[src/rtl/fir_pkg.sv]
// Shared FIR datapath definitions.
//   DATAW_D / COEFW_D / ACCW_D : default sample, coefficient and accumulator widths
//   acc_width()                : minimum accumulator width that cannot wrap when
//                                summing tm products of dataw x coefw signed values
package fir_pkg;

  localparam int DATAW_D = 16;
  localparam int COEFW_D = 18;
  localparam int ACCW_D  = 48;

  // The slot counter is never narrower than one bit, so the growth term
  // has a floor of 1 even when tm is 1.
  function automatic int acc_width(input int dataw, input int coefw, input int tm);
    int growth;
    growth = (tm > 1) ? $clog2(tm) : 1;
    return dataw + coefw + growth;
  endfunction

endpackage

[src/rtl/smul_reg.sv]
// Registered signed multiplier with the valid flag and slot counter
// carried alongside, so that the product and its tags stay aligned.
//   clk, rstn        : clock, synchronous active-low reset (tags only)
//   valid_in         : operands valid this cycle
//   counter_in       : slot index tag for the operands
//   a, b             : signed operands
//   p                : registered full-width signed product
//   valid_out        : registered valid_in
//   counter_out      : registered counter_in
module smul_reg #(
  parameter int AW = 16,
  parameter int BW = 18,
  parameter int CW = 1
) (
  input  logic                 clk,
  input  logic                 rstn,
  input  logic                 valid_in,
  input  logic [CW-1:0]        counter_in,
  input  logic signed [AW-1:0] a,
  input  logic signed [BW-1:0] b,
  output logic signed [AW+BW-1:0] p,
  output logic                 valid_out,
  output logic [CW-1:0]        counter_out
);

  localparam int PW = AW + BW;

  // The product register carries no reset so it maps onto a DSP output
  // register; downstream only consumes it while valid_out is set.
  always_ff @(posedge clk) begin
    p <= PW'(a) * PW'(b);
  end

  always_ff @(posedge clk) begin
    if (!rstn) begin
      valid_out   <= 1'b0;
      counter_out <= '0;
    end else begin
      valid_out   <= valid_in;
      counter_out <= counter_in;
    end
  end

endmodule

[src/rtl/tm_mac.sv]
// Time-multiplexed multiply-accumulate stage of the FIR datapath.
// Stage 1 registers the product of each slot; stage 2 accumulates TM
// products per frame, emits one partial sum per frame and checks that
// the slot counter steps 0..TM-1 without gaps.
//   clk, rstn   : clock, synchronous active-low reset
//   valid_in    : slot inputs valid this cycle
//   counter_in  : slot index aligned with coef_in
//   coef_in     : signed coefficient for this slot
//   data_in     : signed sample for this slot
//   err_clr     : clears frame_err (a simultaneous new error wins)
//   acc_out     : signed frame sum, held until the next result
//   acc_valid   : one-cycle pulse marking a new acc_out
//   frame_err   : sticky slot-order error flag
module tm_mac
  import fir_pkg::*;
#(
  parameter int DATAW = DATAW_D,
  parameter int COEFW = COEFW_D,
  parameter int TM    = 2,
  parameter int CW    = 1,
  parameter int ACCW  = ACCW_D
) (
  input  logic                    clk,
  input  logic                    rstn,
  input  logic                    valid_in,
  input  logic [CW-1:0]           counter_in,
  input  logic signed [COEFW-1:0] coef_in,
  input  logic signed [DATAW-1:0] data_in,
  input  logic                    err_clr,
  output logic signed [ACCW-1:0]  acc_out,
  output logic                    acc_valid,
  output logic                    frame_err
);

  localparam int PW = DATAW + COEFW;
  localparam logic [CW:0]   TM_C = (CW + 1)'(TM);
  localparam logic [CW-1:0] LAST = CW'(TM - 1);

  logic signed [PW-1:0] p;
  logic                 v1;
  logic [CW-1:0]        c1;

  smul_reg #(
    .AW(DATAW),
    .BW(COEFW),
    .CW(CW)
  ) u_mul (
    .clk        (clk),
    .rstn       (rstn),
    .valid_in   (valid_in),
    .counter_in (counter_in),
    .a          (data_in),
    .b          (coef_in),
    .p          (p),
    .valid_out  (v1),
    .counter_out(c1)
  );

  logic signed [ACCW-1:0] acc;
  logic signed [ACCW-1:0] pext;
  logic signed [ACCW-1:0] acc_sum;
  logic [CW-1:0]          exp_slot;
  logic                   drop;

  logic slot_zero;
  logic in_order;
  logic is_last;
  logic frame_open;
  logic new_err;

  // Sign extension (or two's-complement truncation if ACCW < PW).
  assign pext    = ACCW'(p);
  assign acc_sum = acc + pext;

  always_comb begin
    slot_zero  = (c1 == '0);
    in_order   = !slot_zero && (c1 == exp_slot) && ({1'b0, c1} < TM_C);
    is_last    = (c1 == LAST);
    frame_open = (exp_slot != '0);
    // A slot 0 arriving while a frame is still open discards that frame.
    new_err    = v1 && ((slot_zero && frame_open) || (!slot_zero && !in_order));
  end

  always_ff @(posedge clk) begin
    if (!rstn) begin
      acc       <= '0;
      acc_out   <= '0;
      acc_valid <= 1'b0;
      exp_slot  <= '0;
      drop      <= 1'b0;
      frame_err <= 1'b0;
    end else begin
      acc_valid <= 1'b0;
      if (v1) begin
        if (slot_zero) begin
          acc  <= pext;
          drop <= 1'b0;
          if (TM == 1) begin
            acc_out   <= pext;
            acc_valid <= 1'b1;
            exp_slot  <= '0;
          end else begin
            exp_slot  <= CW'(1);
          end
        end else if (in_order) begin
          acc <= acc_sum;
          if (is_last) begin
            // A frame that hit a gap still runs to its last slot so exp
            // realigns, but its sum is suppressed.
            acc_out   <= acc_sum;
            acc_valid <= ~drop;
            exp_slot  <= '0;
          end else begin
            exp_slot  <= exp_slot + CW'(1);
          end
        end else begin
          drop <= 1'b1;
        end
      end

      if (new_err)
        frame_err <= 1'b1;
      else if (err_clr)
        frame_err <= 1'b0;
    end
  end

endmodule

[config.mk]
export PLATFORM = sky130hd
export DESIGN_NAME = tm_mac
export DESIGN_NICKNAME = d
export VERILOG_FILES = /design/src/rtl/fir_pkg.sv /design/src/rtl/smul_reg.sv /design/src/rtl/tm_mac.sv
export SDC_FILE = /design/constraint.sdc
export NUM_CORES = 1
export LEC_CHECK = 0
export CAP_MARGIN = 20
export CORE_ASPECT_RATIO = 0.8
export CORE_MARGIN = 4
export CORE_UTILIZATION = 50
export DETAILED_ROUTE_END_ITERATION = 8
export PLACE_DENSITY_LB_ADDON = 0.25
export SLEW_MARGIN = 15
export SYNTH_ARGS = -nofsm -noshare
export SYNTH_HDL_FRONTEND = slang
export SYNTH_SLANG_ARGS = --single-unit
[constraint.sdc]
create_clock -name clk -period 7.7 [get_ports clk]
set_clock_uncertainty 0.05 [all_clocks]
set_input_delay 1.54 -clock clk [delete_from_list [all_inputs] [get_ports clk]]
set_output_delay 1.54 -clock clk [all_outputs]
set_load 0.005 [all_outputs]
==> results of run 1 <==
## flip-flops by register name, summed over array words and instances, names as in the netlist
register           flops
acc                   48
acc_out               48
acc_valid              1
drop                   1
exp_slot               1
frame_err              1
u_mul.counter_out      1
u_mul.p               34
u_mul.valid_out        1
## worst reg2reg max path: cells and delay by family, from the launching register on
| family | cells | cell delay (ns) |
|---|---|---|
| AOI/OAI and AO/OA | 7 | 1.35 |
| adders and majority gates | 1 | 0.47 |
| DFF | 1 | 0.96 |
| muxes | 1 | 0.34 |
| and+or+nand+nor | 1 | 0.48 |
## Yosys cell counts, types with 3 or more instances
library cell / instances / share of area [%]
o21ai_0: 65 / 1.8
dfxtp_1: 136 / 15
and2_1: 140 / 4.8
nor2_1: 123 / 2.5
a31oi_1: 10 / 0.34
a21boi_0: 5 / 0.20
o2111ai_1: 3 / 0.14
or3_1: 8 / 0.27
a21oi_1: 136 / 3.7
o31a_1: 4 / 0.19
o21bai_1: 20 / 0.82
ha_1: 136 / 9.3
nand4b_1: 4 / 0.19
buf_2: 7 / 0.19
clkbuf_1: 83 / 1.7
o211ai_1: 7 / 0.29
xor2_1: 25 / 1.2
nand3b_1: 3 / 0.12
nand3_1: 15 / 0.41
xnor2_1: 52 / 2.5
mux2i_1: 22 / 1.2
o21a_1: 12 / 0.49
a211o_1: 3 / 0.14
a41oi_1: 3 / 0.14
nor4_1: 3 / 0.10
inv_1: 347 / 7.1
fa_1: 291 / 32
nor3_1: 17 / 0.46
nand2_1: 252 / 5.2
nor2b_1: 6 / 0.20
and3_1: 14 / 0.48
a21o_1: 38 / 1.6
or2_2: 3 / 0.10
buf_1: 4 / 0.082
nand2b_1: 14 / 0.48
o31ai_1: 10 / 0.41
nand4_1: 14 / 0.48
a211oi_1: 24 / 0.98
o21ai_1: 7 / 0.19
## cell type report
| cell class | instances | area, sq um |
|---|---|---|
| Sequential cell | 136 | 2720 |
| Clock buffer | 20 | 447 |
| Fill cell | 3170 | 14600 |
| Inverter | 348 | 1310 |
| Multi-Input combinational cell | 1536 | 14000 |
| Timing Repair Buffer | 233 | 2190 |
| Tap cell | 480 | 601 |
| Clock inverter | 10 | 153 |
## metrics by stage
step / cell area, sq um / setup TNS, ns
2_1_floorplan: 18300 / 0
3_3_place_gp: 20700 / -0.811
3_5_place_dp: 20700 / -1.32
4_1_cts: 21300 / 0
5_1_grt: 21400 / -0.0316
6_report: 21400 / 0
## worst paths after layout
check | startpoint | end | slack (ns) | depth (start not counted)
max reg2reg | u_mul.p[33] | acc[43] | 3.98 | 10
min reg2reg | drop | acc_valid | 0.37 | 1
max | data_in[5] | u_mul.p[31] | 0.21 | 23
min | drop | acc_valid | 0.37 | 1
## logic make-up after synthesis
group	after synthesis	synth area share, %
adder cells (fa/ha/maj)	427	41.1
buffers and inverters	442	9.11
AND/OR/NAND/NOR	628	16.5
AO/OA/AOI/OAI	380	13.4
XOR/XNOR	77	3.68
flip-flops	136	14.9
multiplexers	24	1.33
## layer usage
metal	track usage, %	vias up	part of all wire [%]
li1	-	7052	-
met1	33.5	7407	44
met2	41.6	478	48
met3	4.16	68	7.3
met4	4.65	0	1.6
met5	0	-	0
## timing repair
action                     4_1_cts  5_1_grt
buffers inserted                 0        2
setup endpoints to repair        0        4
gates resized for setup          0       24
hold buffers                     0        0
==> impl_metrics.toml, run 1 <==
[drt]
antenna_left = 0
vias = 15005
drtPass1Iterations = 5
routed_wl_mm = 47.2
routed_via_density = 5.43
drc = 0
drt_iter0_drc = 1115
wl_per_cell_microns = 17.1

[synth]
synth-seq-area-share_pct = 14.9
synth_area_per_cell_sq_um = 8.66
syn_inst = 2114
synth_edf_count = 0
synth_area_sq_mm = 0.0183
yosys_warnings = 0
ys_types = 77
synthArstFlopShare_pct = 0
synth_fp_nets = 2580
synth_ff_type = "dfxtp_1"
ys_ff_latch = 136

[clock_tree]
cts_tree = "built"
clock_latency_ns = 0.42
htreeDepth = 4
clockBufferDepth = 2
cts_sinks = 136
path_clk_slew_ns = 0.06
numCtsBuffers = 17
clock-root-buffer = "clkbuf_16"

[final_layout]
stdcell_count = 2763
area_growth_pct = 17.1
layout.cells.most_common_list = "inv_1, fa_1, nand2_1, and2_1, dfxtp_1"
n_antenna_cell = 0
final_layout_size_suffix_gt1_share_pct = 9.37
post-route-util_pct = 59.6
final_nets = 2738
final_common_cell = "inv_1"

[timing]
period_needed_ns = 7.49
rsz0062_at_grt = "yes"
max_clock_freq_mhz = 134
layout_setup_ws_ns = 0.210
setup_viol = 0
fin_hold_ws_ns = 0.372
hold_violations = 0
worst_slew_pin_slew_ns = 0.980
min_period_over_period_pct = 97.3
max-slew-margin-rel_pct = 34.6
drv_slew = 0

[floorplan]
io_pins = 89
design.core.area_sq_mm = 0.0360
rows = 62
die_h_microns = 179
die_x_microns = 222
die-area_sq_mm = 0.0398
start_util_pct = 50.9

[critical_path]
path_max_fanout = 14
cp_common_cell = "fa_1"
cp_num_buf_inv = 6
critPathArrivalTime_ns = 7.77
cp-start-kind = "input port"
cp-end-kind = "flop"
worstPathRequired_ns = 7.98
critical-path-max-stage-delay_ns = 0.52
cpLargestDelayFamily = "adder cells"
crit_type = "in -> reg"
critPathSlowestCell = "fa_1"
crit_chain = "clkdlybuf4s50_1, buf_12, and2_1, fa_1, inv_1, fa_1, fa_1, inv_1, fa_1, fa_1, inv_1, fa_1, inv_1, ha_1, a21oi_2, o21ai_2, a2111oi_4, o22ai_4, a22oi_4, o31ai_4, o31ai_2, or4b_4, o311ai_2"

[global_route]
grt_usage_pct = 24.4
grt-ovfl-total = 0
grt_max_degree = 63
grt_pass1_vias = 15535
antenna_found_initial = 0
grt_first_pass_wirelength_mm = 78.7

[min_path]
min_path_type = "reg -> reg"

[place]
port-buffer-count = 88
post-place-ws_ns = -0.380
gp_congestion = 0.933
dp_hpwl_mm = 38.0
placed_cells = 2731

[job]
maxCapViolations = 0

[run_status]
status = "complete, no violations"
Power of run 1 is left out: the tool's default activity adds up to more than one toggle a clock period on the data nets, which glitch-free logic cannot reach.
==> run 2: changes to the inputs <==
--- a/config.mk
+++ b/config.mk
@@ -14,4 +14,5 @@
 export SLEW_MARGIN = 15
 export SYNTH_ARGS = -nofsm -noshare
 export SYNTH_HDL_FRONTEND = slang
+export SYNTH_HIERARCHICAL = 1
 export SYNTH_SLANG_ARGS = --single-unit
==> run 2 against run 1 <==
Against the previous run: cell count shrank 0.72%; largest cell class unchanged; highest routed layer unchanged; non-clock buffer count shrank 47; maximum frequency grew 1.1%; global-route usage shrank 1.2 points; final area shrank 2.0%; critical endpoint is now u_mul/p[31].
==> impl_metrics.toml, run 2 <==
[critical_path]
critical-path-max-stage-delay_ns = 0.55
cpLargestDelayFamily = "adder cells"
crit_type = "in -> reg"
path_max_fanout = 14
cp-end-kind = "flop"
cp_common_cell = "fa_1"
worstPathRequired_ns = 7.95
cp_num_buf_inv = 6
critPathArrivalTime_ns = 7.66
cp-start-kind = "input port"
critPathSlowestCell = "fa_1"
crit_chain = "clkdlybuf4s50_1, buf_4, and2_1, fa_1, inv_1, fa_1, fa_1, inv_1, fa_1, fa_1, inv_1, fa_1, inv_1, ha_1, o21a_1, o2111ai_1, nor3_2, o311ai_4, a211oi_4, a211oi_1, a211oi_2"

[floorplan]
design.core.area_sq_mm = 0.0362
die-area_sq_mm = 0.0402
die_x_microns = 223
rows = 62
io_pins = 89
start_util_pct = 51.1
die_h_microns = 180

[drt]
drc = 0
vias = 14826
antenna_left = 0
routed_wl_mm = 45.1
routed_via_density = 5.41
drtPass1Iterations = 5
drt_iter0_drc = 956
wl_per_cell_microns = 16.5

[final_layout]
stdcell_count = 2743
final_common_cell = "inv_1"
final_layout_size_suffix_gt1_share_pct = 7.07
post-route-util_pct = 58.0
regArea_sq_mm = 0.00272
final_nets = 2715
layout.cells.most_common_list = "inv_1, fa_1, nand2_1, a21oi_1"
fill_cells = 3215
fin_area_sq_mm = 0.0210
area_growth_pct = 13.5
n_antenna_cell = 0
top_regs = "acc: 48 flops, acc_out: 48 flops, u_mul/p: 34 flops"
multi_input_area_sq_mm = 0.0139

[synth]
synthSimpleGateAreaFrac_pct = 15.4
synth_largest_area_cell = "fa_1"
synth_top_family_by_area = "adder cells"
syn_inst = 2143
ys_ff_latch = 136
synth.most_common_cell = "inv_1"
synthArstFlopShare_pct = 0
synth_area_sq_mm = 0.0185
synth_area_leaders = "fa_1, dfxtp_1, ha_1, inv_1, nand2_1"
ys_types = 77
synth_fp_nets = 2608
synth-seq-area-share_pct = 14.7
synth_area_per_cell_sq_um = 8.64
yosys_warnings = 6
muxShareOfSynthArea_pct = 1.57
synth_top_cell_area_share_pct = 31.5
synth-xor-area-share_pct = 4.02
synth-adder-area-share_pct = 40.6
synth_compound_area_share_pct = 13.6
synth_ff_type = "dfxtp_1"
yosys-top-cells-count = "inv_1, fa_1, nand2_1"
synth_edf_count = 0

[timing]
period_needed_ns = 7.41
rsz0062_at_grt = "no"
worst_slew_pin_slew_ns = 0.918
drv_slew = 0
setup_viol = 0
max-slew-margin-rel_pct = 38.7
setup_tns_ns = 0
max_clock_freq_mhz = 135
min_period_over_period_pct = 96.2
hold_violations = 0

[clock_tree]
cts_sinks = 136
htreeDepth = 4
clock_latency_ns = 0.42
cts_setup_buffers = 0
clockBufferDepth = 2
cts_tree = "built"
path_clk_slew_ns = 0.06
clock-root-buffer = "clkbuf_16"
numCtsBuffers = 17

[job]
maxCapViolations = 0

[global_route]
grt_pass1_vias = 15629
antenna_found_initial = 0
grt_usage_pct = 23.2
grt_max_degree = 70
grt-ovfl-total = 0
grt_first_pass_wirelength_mm = 77.7

[run_status]
status = "complete, no violations"

[place]
dp_hpwl_mm = 37.2
place_area_sq_mm = 0.0204
port-buffer-count = 88
placed_cells = 2711
gp_congestion = 0.958

[min_path]
min_path_type = "reg -> reg"
## run 2: cell count changes after synthesis, sizes merged, moves of 7 or more
cell / previous run / this run
and3: 14 / 3
nand2: 252 / 269
xor2: 25 / 34
nand3: 15 / 27
and2: 140 / 130
buf: 11 / 20
mux2i: 22 / 29
nor2: 123 / 85
inv: 348 / 383
o31ai: 11 / 3
## run 2: what timing repair did
item                       CTS  global route
resized for setup            0             2
setup endpoints to repair    0             3
hold buffers                 0             0
## run 2: worst paths after layout
check | from | endpoint | slack (ns) | cells after the start
hold reg to reg | drop | acc_valid | 0.38 | 1
hold / removal | drop | acc_valid | 0.38 | 1
setup / recovery | data_in[4] | u_mul/p[31] | 0.29 | 21
setup reg to reg | u_mul/p[0] | acc_out[40] | 4.19 | 11
## run 2: area by class of cell
cell class                      instances  area share (%)
Clock buffer                           18            2.09
Clock inverter                         14           0.828
Sequential cell                       136            13.0
Tap cell                              480            2.86
Inverter                              383            6.84
Multi-Input combinational cell       1526            66.3
Timing Repair Buffer                  186            8.11
## run 2: through the flow
step	worst slack, ns	hold WS, ns
floorplan	0.434	0.341
global placement	-0.139	0.356
detailed placement	-0.184	0.365
CTS	0.256	0.374
global route	0.00759	0.394
finish	0.290	0.381
## run 2: layer usage
metal	track usage (%)	routed length [microns]	vias up
met1	33.8	21200	7344
met2	37.7	20900	374
li1	-	-	7044
met5	0	0	-
met4	4.91	817	0
met3	2.88	2200	64
## run 2: cells by family (layout without fill, tap and decap cells)
| kind of cell | Yosys count | count (layout) |
|---|---|---|
| and+or+nand+nor | 598 | 598 |
| buffers and inverters | 481 | 601 |
| adders and majority gates | 426 | 426 |
| AOI/OAI and AO/OA | 388 | 388 |
| DFF | 136 | 136 |
| xor gates and xnor gates | 85 | 85 |
| muxes | 29 | 29 |
Power of run 2 is left out for the same reason.
